==> src/rtl/axi_ds_pkg.sv <==
// Shared types for the AXI default (decode-error) slave: FSM states, response codes and a saturating counter helper.
package axi_ds_pkg;

   typedef enum logic {R_IDLE, R_BURST} rd_state_e;
   typedef enum logic [1:0] {W_IDLE, W_DATA, W_RESP} wr_state_e;
   typedef enum logic [1:0] {OKAY = 2'b00, EXOKAY = 2'b01, SLVERR = 2'b10, DECERR = 2'b11} resp_e;

   localparam logic [1:0] RESP_DECERR = 2'b11;

   function automatic logic [15:0] sat_inc16(input logic [15:0] v);
      return (v == 16'hFFFF) ? v : v + 16'd1;
   endfunction

endpackage

==> src/rtl/axi_decerr_slave_if.sv <==
// AXI bus bundle seen by the default slave; W payload is not carried since every beat is discarded.
interface axi_decerr_slave_if #(
   parameter int ID_WIDTH   = 8,
   parameter int ADDR_WIDTH = 32,
   parameter int DATA_WIDTH = 32,
   parameter int LEN_WIDTH  = 4
);
   logic [ID_WIDTH-1:0]   ARID;
   logic [ADDR_WIDTH-1:0] ARADDR;
   logic [LEN_WIDTH-1:0]  ARLEN;
   logic                  ARVALID;
   logic                  ARREADY;

   logic [ID_WIDTH-1:0]   RID;
   logic [DATA_WIDTH-1:0] RDATA;
   logic [1:0]            RRESP;
   logic                  RLAST;
   logic                  RVALID;
   logic                  RREADY;

   logic [ID_WIDTH-1:0]   AWID;
   logic [ADDR_WIDTH-1:0] AWADDR;
   logic [LEN_WIDTH-1:0]  AWLEN;
   logic                  AWVALID;
   logic                  AWREADY;

   logic                  WLAST;
   logic                  WVALID;
   logic                  WREADY;

   logic [ID_WIDTH-1:0]   BID;
   logic [1:0]            BRESP;
   logic                  BVALID;
   logic                  BREADY;

   modport slave (
      input  ARID, ARADDR, ARLEN, ARVALID, output ARREADY,
      output RID, RDATA, RRESP, RLAST, RVALID, input RREADY,
      input  AWID, AWADDR, AWLEN, AWVALID, output AWREADY,
      input  WLAST, WVALID, output WREADY,
      output BID, BRESP, BVALID, input BREADY
   );

   modport master (
      output ARID, ARADDR, ARLEN, ARVALID, input ARREADY,
      input  RID, RDATA, RRESP, RLAST, RVALID, output RREADY,
      output AWID, AWADDR, AWLEN, AWVALID, input AWREADY,
      output WLAST, WVALID, input WREADY,
      input  BID, BRESP, BVALID, output BREADY
   );
endinterface

==> src/rtl/axi_ds_beat_cnt.sv <==
// Burst beat down-counter: loaded with LEN, decremented per accepted beat, is_last flags the final beat.
module axi_ds_beat_cnt #(
   parameter int LEN_WIDTH = 4
) (
   input  logic                 clk,
   input  logic                 load,
   input  logic [LEN_WIDTH-1:0] load_val,
   input  logic                 dec,
   output logic                 is_last
);
   logic [LEN_WIDTH-1:0] cnt_q;

   // Counter only has meaning inside a burst, so it carries no reset.
   always_ff @(posedge clk) begin
      if (load)
         cnt_q <= load_val;
      else if (dec)
         cnt_q <= cnt_q - 1'b1;
   end

   assign is_last = (cnt_q == '0);
endmodule

==> src/rtl/axi_decerr_slave.sv <==
// AXI default slave answering every AR/AW with RESP_CODE; optional error log enabled by AXI_DS_ERRLOG_EN.
module axi_decerr_slave
   import axi_ds_pkg::*;
#(
   parameter int                    ID_WIDTH   = 8,
   parameter int                    ADDR_WIDTH = 32,
   parameter int                    DATA_WIDTH = 32,
   parameter int                    LEN_WIDTH  = 4,
   parameter logic [1:0]            RESP_CODE  = RESP_DECERR,
   parameter logic [DATA_WIDTH-1:0] RDATA_FILL = '0
) (
   input  logic                  clk,
   input  logic                  rst,
   axi_decerr_slave_if.slave     axi
`ifdef AXI_DS_ERRLOG_EN
   ,
   output logic [15:0]           rd_err_cnt,
   output logic [15:0]           wr_err_cnt,
   output logic [ADDR_WIDTH-1:0] last_err_addr
`endif
);
   rd_state_e rd_state_q, rd_state_d;
   wr_state_e wr_state_q, wr_state_d;
   logic arready_q, arready_d;
   logic awready_q, awready_d;
   logic [ID_WIDTH-1:0] rid_q, bid_q;
   logic rvalid, wready, bvalid, rd_last;
   logic ar_hs, r_hs, aw_hs;

   assign rvalid = (rd_state_q == R_BURST);
   assign wready = (wr_state_q == W_DATA);
   assign bvalid = (wr_state_q == W_RESP);
   assign ar_hs  = axi.ARVALID & arready_q;
   assign aw_hs  = axi.AWVALID & awready_q;
   assign r_hs   = rvalid & axi.RREADY;

   axi_ds_beat_cnt #(.LEN_WIDTH(LEN_WIDTH)) u_rd_cnt (
      .clk      (clk),
      .load     (ar_hs),
      .load_val (axi.ARLEN),
      .dec      (r_hs),
      .is_last  (rd_last)
   );

   // Ready flags are registered copies of "next state is idle", so they stay low through reset.
   always_comb begin
      rd_state_d = rd_state_q;
      case (rd_state_q)
         R_IDLE:  if (ar_hs) rd_state_d = R_BURST;
         R_BURST: if (r_hs && rd_last) rd_state_d = R_IDLE;
         default: rd_state_d = R_IDLE;
      endcase
      arready_d = (rd_state_d == R_IDLE);
   end

   always_comb begin
      wr_state_d = wr_state_q;
      case (wr_state_q)
         W_IDLE:  if (aw_hs) wr_state_d = W_DATA;
         W_DATA:  if (axi.WVALID && axi.WLAST) wr_state_d = W_RESP;
         W_RESP:  if (axi.BREADY) wr_state_d = W_IDLE;
         default: wr_state_d = W_IDLE;
      endcase
      awready_d = (wr_state_d == W_IDLE);
   end

   always_ff @(posedge clk) begin
      if (rst) begin
         rd_state_q <= R_IDLE;
         wr_state_q <= W_IDLE;
         arready_q  <= 1'b0;
         awready_q  <= 1'b0;
      end else begin
         rd_state_q <= rd_state_d;
         wr_state_q <= wr_state_d;
         arready_q  <= arready_d;
         awready_q  <= awready_d;
      end
   end

   always_ff @(posedge clk) begin
      if (ar_hs) rid_q <= axi.ARID;
      if (aw_hs) bid_q <= axi.AWID;
   end

   // Payload is gated by VALID so every output reads zero while idle or in reset.
   assign axi.ARREADY = arready_q;
   assign axi.RVALID  = rvalid;
   assign axi.RID     = rvalid ? rid_q : '0;
   assign axi.RRESP   = rvalid ? RESP_CODE : OKAY;
   assign axi.RDATA   = rvalid ? RDATA_FILL : '0;
   assign axi.RLAST   = rvalid & rd_last;
   assign axi.AWREADY = awready_q;
   assign axi.WREADY  = wready;
   assign axi.BVALID  = bvalid;
   assign axi.BID     = bvalid ? bid_q : '0;
   assign axi.BRESP   = bvalid ? RESP_CODE : OKAY;

`ifdef AXI_DS_ERRLOG_EN
   // AW takes priority for the captured address when both handshakes land together.
   always_ff @(posedge clk) begin
      if (rst) begin
         rd_err_cnt    <= '0;
         wr_err_cnt    <= '0;
         last_err_addr <= '0;
      end else begin
         if (ar_hs) rd_err_cnt <= sat_inc16(rd_err_cnt);
         if (aw_hs) wr_err_cnt <= sat_inc16(wr_err_cnt);
         if (aw_hs)
            last_err_addr <= axi.AWADDR;
         else if (ar_hs)
            last_err_addr <= axi.ARADDR;
      end
   end
`else
   logic [ADDR_WIDTH-1:0] unused_addr;
   assign unused_addr = axi.ARADDR ^ axi.AWADDR;
`endif

   logic unused_awlen;
   assign unused_awlen = ^axi.AWLEN;
endmodule

==> src/flat_wrapper.sv <==
// flat-port wrapper written by rule: the top's interface ports become plain ports
module axi_decerr_slave_flat import axi_ds_pkg::*;
#(
   parameter int                    ID_WIDTH   = 8,
   parameter int                    ADDR_WIDTH = 32,
   parameter int                    DATA_WIDTH = 32,
   parameter int                    LEN_WIDTH  = 4,
   parameter logic [1:0]            RESP_CODE  = RESP_DECERR,
   parameter logic [DATA_WIDTH-1:0] RDATA_FILL = '0
)
  (clk, rst, axi_ARID, axi_ARADDR, axi_ARLEN, axi_ARVALID, axi_ARREADY, axi_RID, axi_RDATA, axi_RRESP, axi_RLAST, axi_RVALID, axi_RREADY, axi_AWID, axi_AWADDR, axi_AWLEN, axi_AWVALID, axi_AWREADY, axi_WLAST, axi_WVALID, axi_WREADY, axi_BID, axi_BRESP, axi_BVALID, axi_BREADY);
  axi_decerr_slave_if #(.ID_WIDTH(ID_WIDTH), .ADDR_WIDTH(ADDR_WIDTH), .DATA_WIDTH(DATA_WIDTH), .LEN_WIDTH(LEN_WIDTH)) axi_i ();
  input  logic clk;
  input  logic rst;
  input wire logic [$bits(axi_i.ARID)-1:0] axi_ARID;
  input wire logic [$bits(axi_i.ARADDR)-1:0] axi_ARADDR;
  input wire logic [$bits(axi_i.ARLEN)-1:0] axi_ARLEN;
  input wire logic [$bits(axi_i.ARVALID)-1:0] axi_ARVALID;
  output wire logic [$bits(axi_i.ARREADY)-1:0] axi_ARREADY;
  output wire logic [$bits(axi_i.RID)-1:0] axi_RID;
  output wire logic [$bits(axi_i.RDATA)-1:0] axi_RDATA;
  output wire logic [$bits(axi_i.RRESP)-1:0] axi_RRESP;
  output wire logic [$bits(axi_i.RLAST)-1:0] axi_RLAST;
  output wire logic [$bits(axi_i.RVALID)-1:0] axi_RVALID;
  input wire logic [$bits(axi_i.RREADY)-1:0] axi_RREADY;
  input wire logic [$bits(axi_i.AWID)-1:0] axi_AWID;
  input wire logic [$bits(axi_i.AWADDR)-1:0] axi_AWADDR;
  input wire logic [$bits(axi_i.AWLEN)-1:0] axi_AWLEN;
  input wire logic [$bits(axi_i.AWVALID)-1:0] axi_AWVALID;
  output wire logic [$bits(axi_i.AWREADY)-1:0] axi_AWREADY;
  input wire logic [$bits(axi_i.WLAST)-1:0] axi_WLAST;
  input wire logic [$bits(axi_i.WVALID)-1:0] axi_WVALID;
  output wire logic [$bits(axi_i.WREADY)-1:0] axi_WREADY;
  output wire logic [$bits(axi_i.BID)-1:0] axi_BID;
  output wire logic [$bits(axi_i.BRESP)-1:0] axi_BRESP;
  output wire logic [$bits(axi_i.BVALID)-1:0] axi_BVALID;
  input wire logic [$bits(axi_i.BREADY)-1:0] axi_BREADY;
  assign axi_i.ARID = axi_ARID;
  assign axi_i.ARADDR = axi_ARADDR;
  assign axi_i.ARLEN = axi_ARLEN;
  assign axi_i.ARVALID = axi_ARVALID;
  assign axi_ARREADY = axi_i.ARREADY;
  assign axi_RID = axi_i.RID;
  assign axi_RDATA = axi_i.RDATA;
  assign axi_RRESP = axi_i.RRESP;
  assign axi_RLAST = axi_i.RLAST;
  assign axi_RVALID = axi_i.RVALID;
  assign axi_i.RREADY = axi_RREADY;
  assign axi_i.AWID = axi_AWID;
  assign axi_i.AWADDR = axi_AWADDR;
  assign axi_i.AWLEN = axi_AWLEN;
  assign axi_i.AWVALID = axi_AWVALID;
  assign axi_AWREADY = axi_i.AWREADY;
  assign axi_i.WLAST = axi_WLAST;
  assign axi_i.WVALID = axi_WVALID;
  assign axi_WREADY = axi_i.WREADY;
  assign axi_BID = axi_i.BID;
  assign axi_BRESP = axi_i.BRESP;
  assign axi_BVALID = axi_i.BVALID;
  assign axi_i.BREADY = axi_BREADY;
  axi_decerr_slave #(.ID_WIDTH(ID_WIDTH), .ADDR_WIDTH(ADDR_WIDTH), .DATA_WIDTH(DATA_WIDTH), .LEN_WIDTH(LEN_WIDTH), .RESP_CODE(RESP_CODE), .RDATA_FILL(RDATA_FILL)) u_core (.clk(clk), .rst(rst), .axi(axi_i));
endmodule
==> config.mk <==
export PLATFORM = sky130hd
export DESIGN_NAME = axi_decerr_slave_flat
export DESIGN_NICKNAME = d
export VERILOG_FILES = /design/src/rtl/axi_ds_pkg.sv /design/src/rtl/axi_decerr_slave_if.sv /design/src/rtl/axi_ds_beat_cnt.sv /design/src/rtl/axi_decerr_slave.sv /design/src/flat_wrapper.sv
export SDC_FILE = /design/constraint.sdc
export NUM_CORES = 1
export LEC_CHECK = 0
export BUFFER_PORTS_ARGS = -buffer_cell sky130_fd_sc_hd__buf_2
export CAP_MARGIN = 30
export CORE_MARGIN = 8
export CORE_UTILIZATION = 34
export CTS_BUF_LIST = sky130_fd_sc_hd__clkbuf_4 sky130_fd_sc_hd__clkbuf_8
export DETAILED_ROUTE_END_ITERATION = 10
export PLACE_DENSITY = 0.79
export SYNTH_ARGS = -nofsm -noshare
export SYNTH_HDL_FRONTEND = slang
export SYNTH_SLANG_ARGS = --single-unit
==> constraint.sdc <==
create_clock -name clk -period 1.3 [get_ports clk]
set_input_delay 0.26 -clock clk [delete_from_list [all_inputs] [get_ports clk]]
set_output_delay 0.26 -clock clk [all_outputs]
set_load 0.05 [all_outputs]
==> out/metrics.yaml <==
status: "finished, violations left"
violations: "negative setup slack"
period_minus_slack_ps: 1663
ctsRootBufferMaster: "clkbuf_8"
final_common_cell: "conb_1"
cts_sinks: 25
register_area_um2: 709.4
grt_antenna_before_repair: 0
synth_area_leaders: "edfxtp_1 (46%), buf_4 (21%), and2_1 (8.7%)"
worst-path-buf-inv: 2
io_pins: 154
die_area_mm2: 0.006058
setup_slack_ps: -363.1
port_buffers: 53
drtPass1Iterations: 4
yosys_register_bits: 25
netSwitchingFraction_pct: 33.36
avgSynthCellArea_um2: 11.11
htreeDepth: 1
drt_iter0_drc: 13
power_frac_clock_pct: 22.5
grt_max_degree: 14
yosysWarnings: 0
met3_length_um: 340
critPathMaxFanout: 2
clock_skew_ps: 4.439
gp_congestion: 0.6954
wl_met2_mm: 1.598
chipHeight_um: 77.84
numCtsBuffers: 3
area_growth_pct: 48.99
hpwl_mm: 2.301
path_class: "flip-flop to output port"
startpoint_type: "flip-flop"
cts_tree: "done"
crit_slowest_cell: "edfxtp_1"
gr-total-overflow: 0
ant_nets: 0
worstSkewPairLatency_ps: 260
cellPowerDensity_mw_per_mm2: 1038
p_int_mw: 1.340
p_sw_mw: 0.6706
drive_above_1_share_pct: 56.76
hold_slack_ps: 173.1
nFillCells: 326
synthCells: 117
grt_pass1_wl_mm: 4.395
clk_pin_slew_ps: 80
vias_per_cell: 3.901
yosys.area.top_type: "edfxtp_1"
syn_area_mm2: 0.001300
wl_per_cell_um: 12.80
start_util_pct: 35.51
tns_ps: -1905
cts_max_path_buffers: 2
post-place-ws_ps: -265.6
rows: 22
min_period_over_period_pct: 127.9
arrival_ps: 1400
cp_top_family: "flip-flops"
totalWireLength_mm: 2.982
met1Wirelength_mm: 1.024
grt_usage_pct: 9.054
nNetsFinal: 284
pwr-share-comb_pct: 30.1
seq_area_frac_synth_pct: 53.90
ys_types: 21
critical_path_required_ps: 1040
setup-violations-final: 12
antenna_cells: 0
die_w_um: 77.84
end_kind: "output port"
vias: 909
hold_class: "primary input to flip-flop"
max_stage_delay_ps: 410
rsz0062_at_grt: "yes"
synth_top_cell_area_share_pct: 46.20
fp.coreArea_mm2: 0.003661
route.detailed.drc: 0
finalMaxSlewViolations: 0
finalHoldViolCount: 0
multi_input_area_um2: 508.0
p_leak_nw: 0.9032
ir_worst_vdd_mv: 0.6059
maxCapViolations: 0
grt_pass1_vias: 907
path_cells: "inv_2 -> ha_4 -> nor3b_4 -> and2_4 -> buf_8"
layout_common_cells: "conb_1 (32), buf_2 (29), edfxtp_1 (20)"
p_seq_share_pct: 47.4
fmax_ghz: 0.6013
dr.max_layer_used: "met4"
==> metal layers <==
layer  vias to the layer above  track usage (%)
met5                         -                0
met4                         0            3.396
met3                         2            2.995
met2                        49            16.37
met1                       405            9.452
li1                        453                -
==> final timing paths <==
check,from,to,slack [ps],cells past startpoint
worst max-delay path,u_core.u_rd_cnt.cnt_q[1]$_DFFE_PP_,axi_RLAST,-360,5
worst min-delay path,axi_AWID[4],u_core.bid_q[4]$_DFFE_PP_,170,1
worst max register to register,u_core.u_rd_cnt.cnt_q[1]$_DFFE_PP_,u_core.u_rd_cnt.cnt_q[3]$_DFFE_PP_,20,5
worst min register to register,u_core.wr_state_q[1]$_SDFF_PP0_,u_core.wr_state_q[0]$_SDFF_PP0_,540,2
==> synth_stat cells, drive strengths merged <==
master,number
a21oi,7
a31oi,1
a32oi,1
and2,18
and3,1
buf,37
clkbuf,1
conb,1
dfxtp,5
edfxtp,20
ha,2
inv,4
nand2,3
nand2b,1
nor2,6
nor2b,3
nor3,1
nor3b,1
nor4,1
o21ai,1
xnor2,2
==> worst register-to-register path, cell delays in order, from the launching register on <==
cell and delay, ps:
edfxtp_1 410, buf_4 150, buf_4 120, nor3_2 120, xnor2_1 150, a21oi_1 90
==> power by group through the flow <==
| stage | clock network [mW] | registers (mW) | logic [mW] |
|---|---|---|---|
| after detailed placement | 0 | 0.968 | 0.520 |
| final | 0.453 | 0.952 | 0.605 |
| after global routing | 0.499 | 0.958 | 0.638 |
| after global placement | 0 | 0.965 | 0.515 |
| after CTS | 0.467 | 0.952 | 0.583 |
| after floorplan | 0 | 0.993 | 0.456 |
==> metrics by stage <==
stage / util, % / total power, mW / area, µm² / std cells
floorplan: - / 1.449 / 1454 / 148
global placement: 43.16 / 1.480 / 1580 / 222
detailed placement: 43.16 / 1.488 / 1580 / 222
CTS: 51.44 / 2.002 / 1883 / 231
global route: 52.91 / 2.096 / 1937 / 233
finish: 52.91 / 2.010 / 1937 / 233
==> sequential cells by signal, summed over array words and instances (netlist names) <==
name / flops
u_core.wr_state_q: 2
u_core.rid_q: 8
u_core.axi.RVALID: 1
u_core.u_rd_cnt.cnt_q: 4
u_core.bid_q: 8
u_core.axi.AWREADY: 1
u_core.axi.ARREADY: 1
==> cell type report <==
class	count	area share, %
repair buffers	71	30.75
multi-input cells	81	26.23
clock buffers	4	2.519
flip-flops and latches	25	36.63
inverters	4	0.7752
well taps	48	3.101
==> kinds of logic (layout without fill, tap and decap cells) <==
family | Yosys count | in the layout | share of synthesized area [%]
AND/OR/NAND/NOR | 35 | 35 | 15.50
adder cells (fa/ha/maj) | 2 | 2 | 1.925
flip-flops | 25 | 25 | 53.90
buffers and inverters | 42 | 79 | 22.81
other | 1 | 32 | 0.2885
XOR/XNOR | 2 | 2 | 1.348
AO/OA/AOI/OAI | 10 | 10 | 4.235
==> repair_timing <==
item                                    4_1_cts  5_1_grt
pin swaps                                     8        3
hold buffers                                  0        0
gates resized for setup                      67       16
endpoints found under the setup margin       22       22
gates cloned                                  1        0
hold endpoints to repair                      0        0
setup buffers                                 5        2
Note: power is estimated with default switching activity, not from simulation.
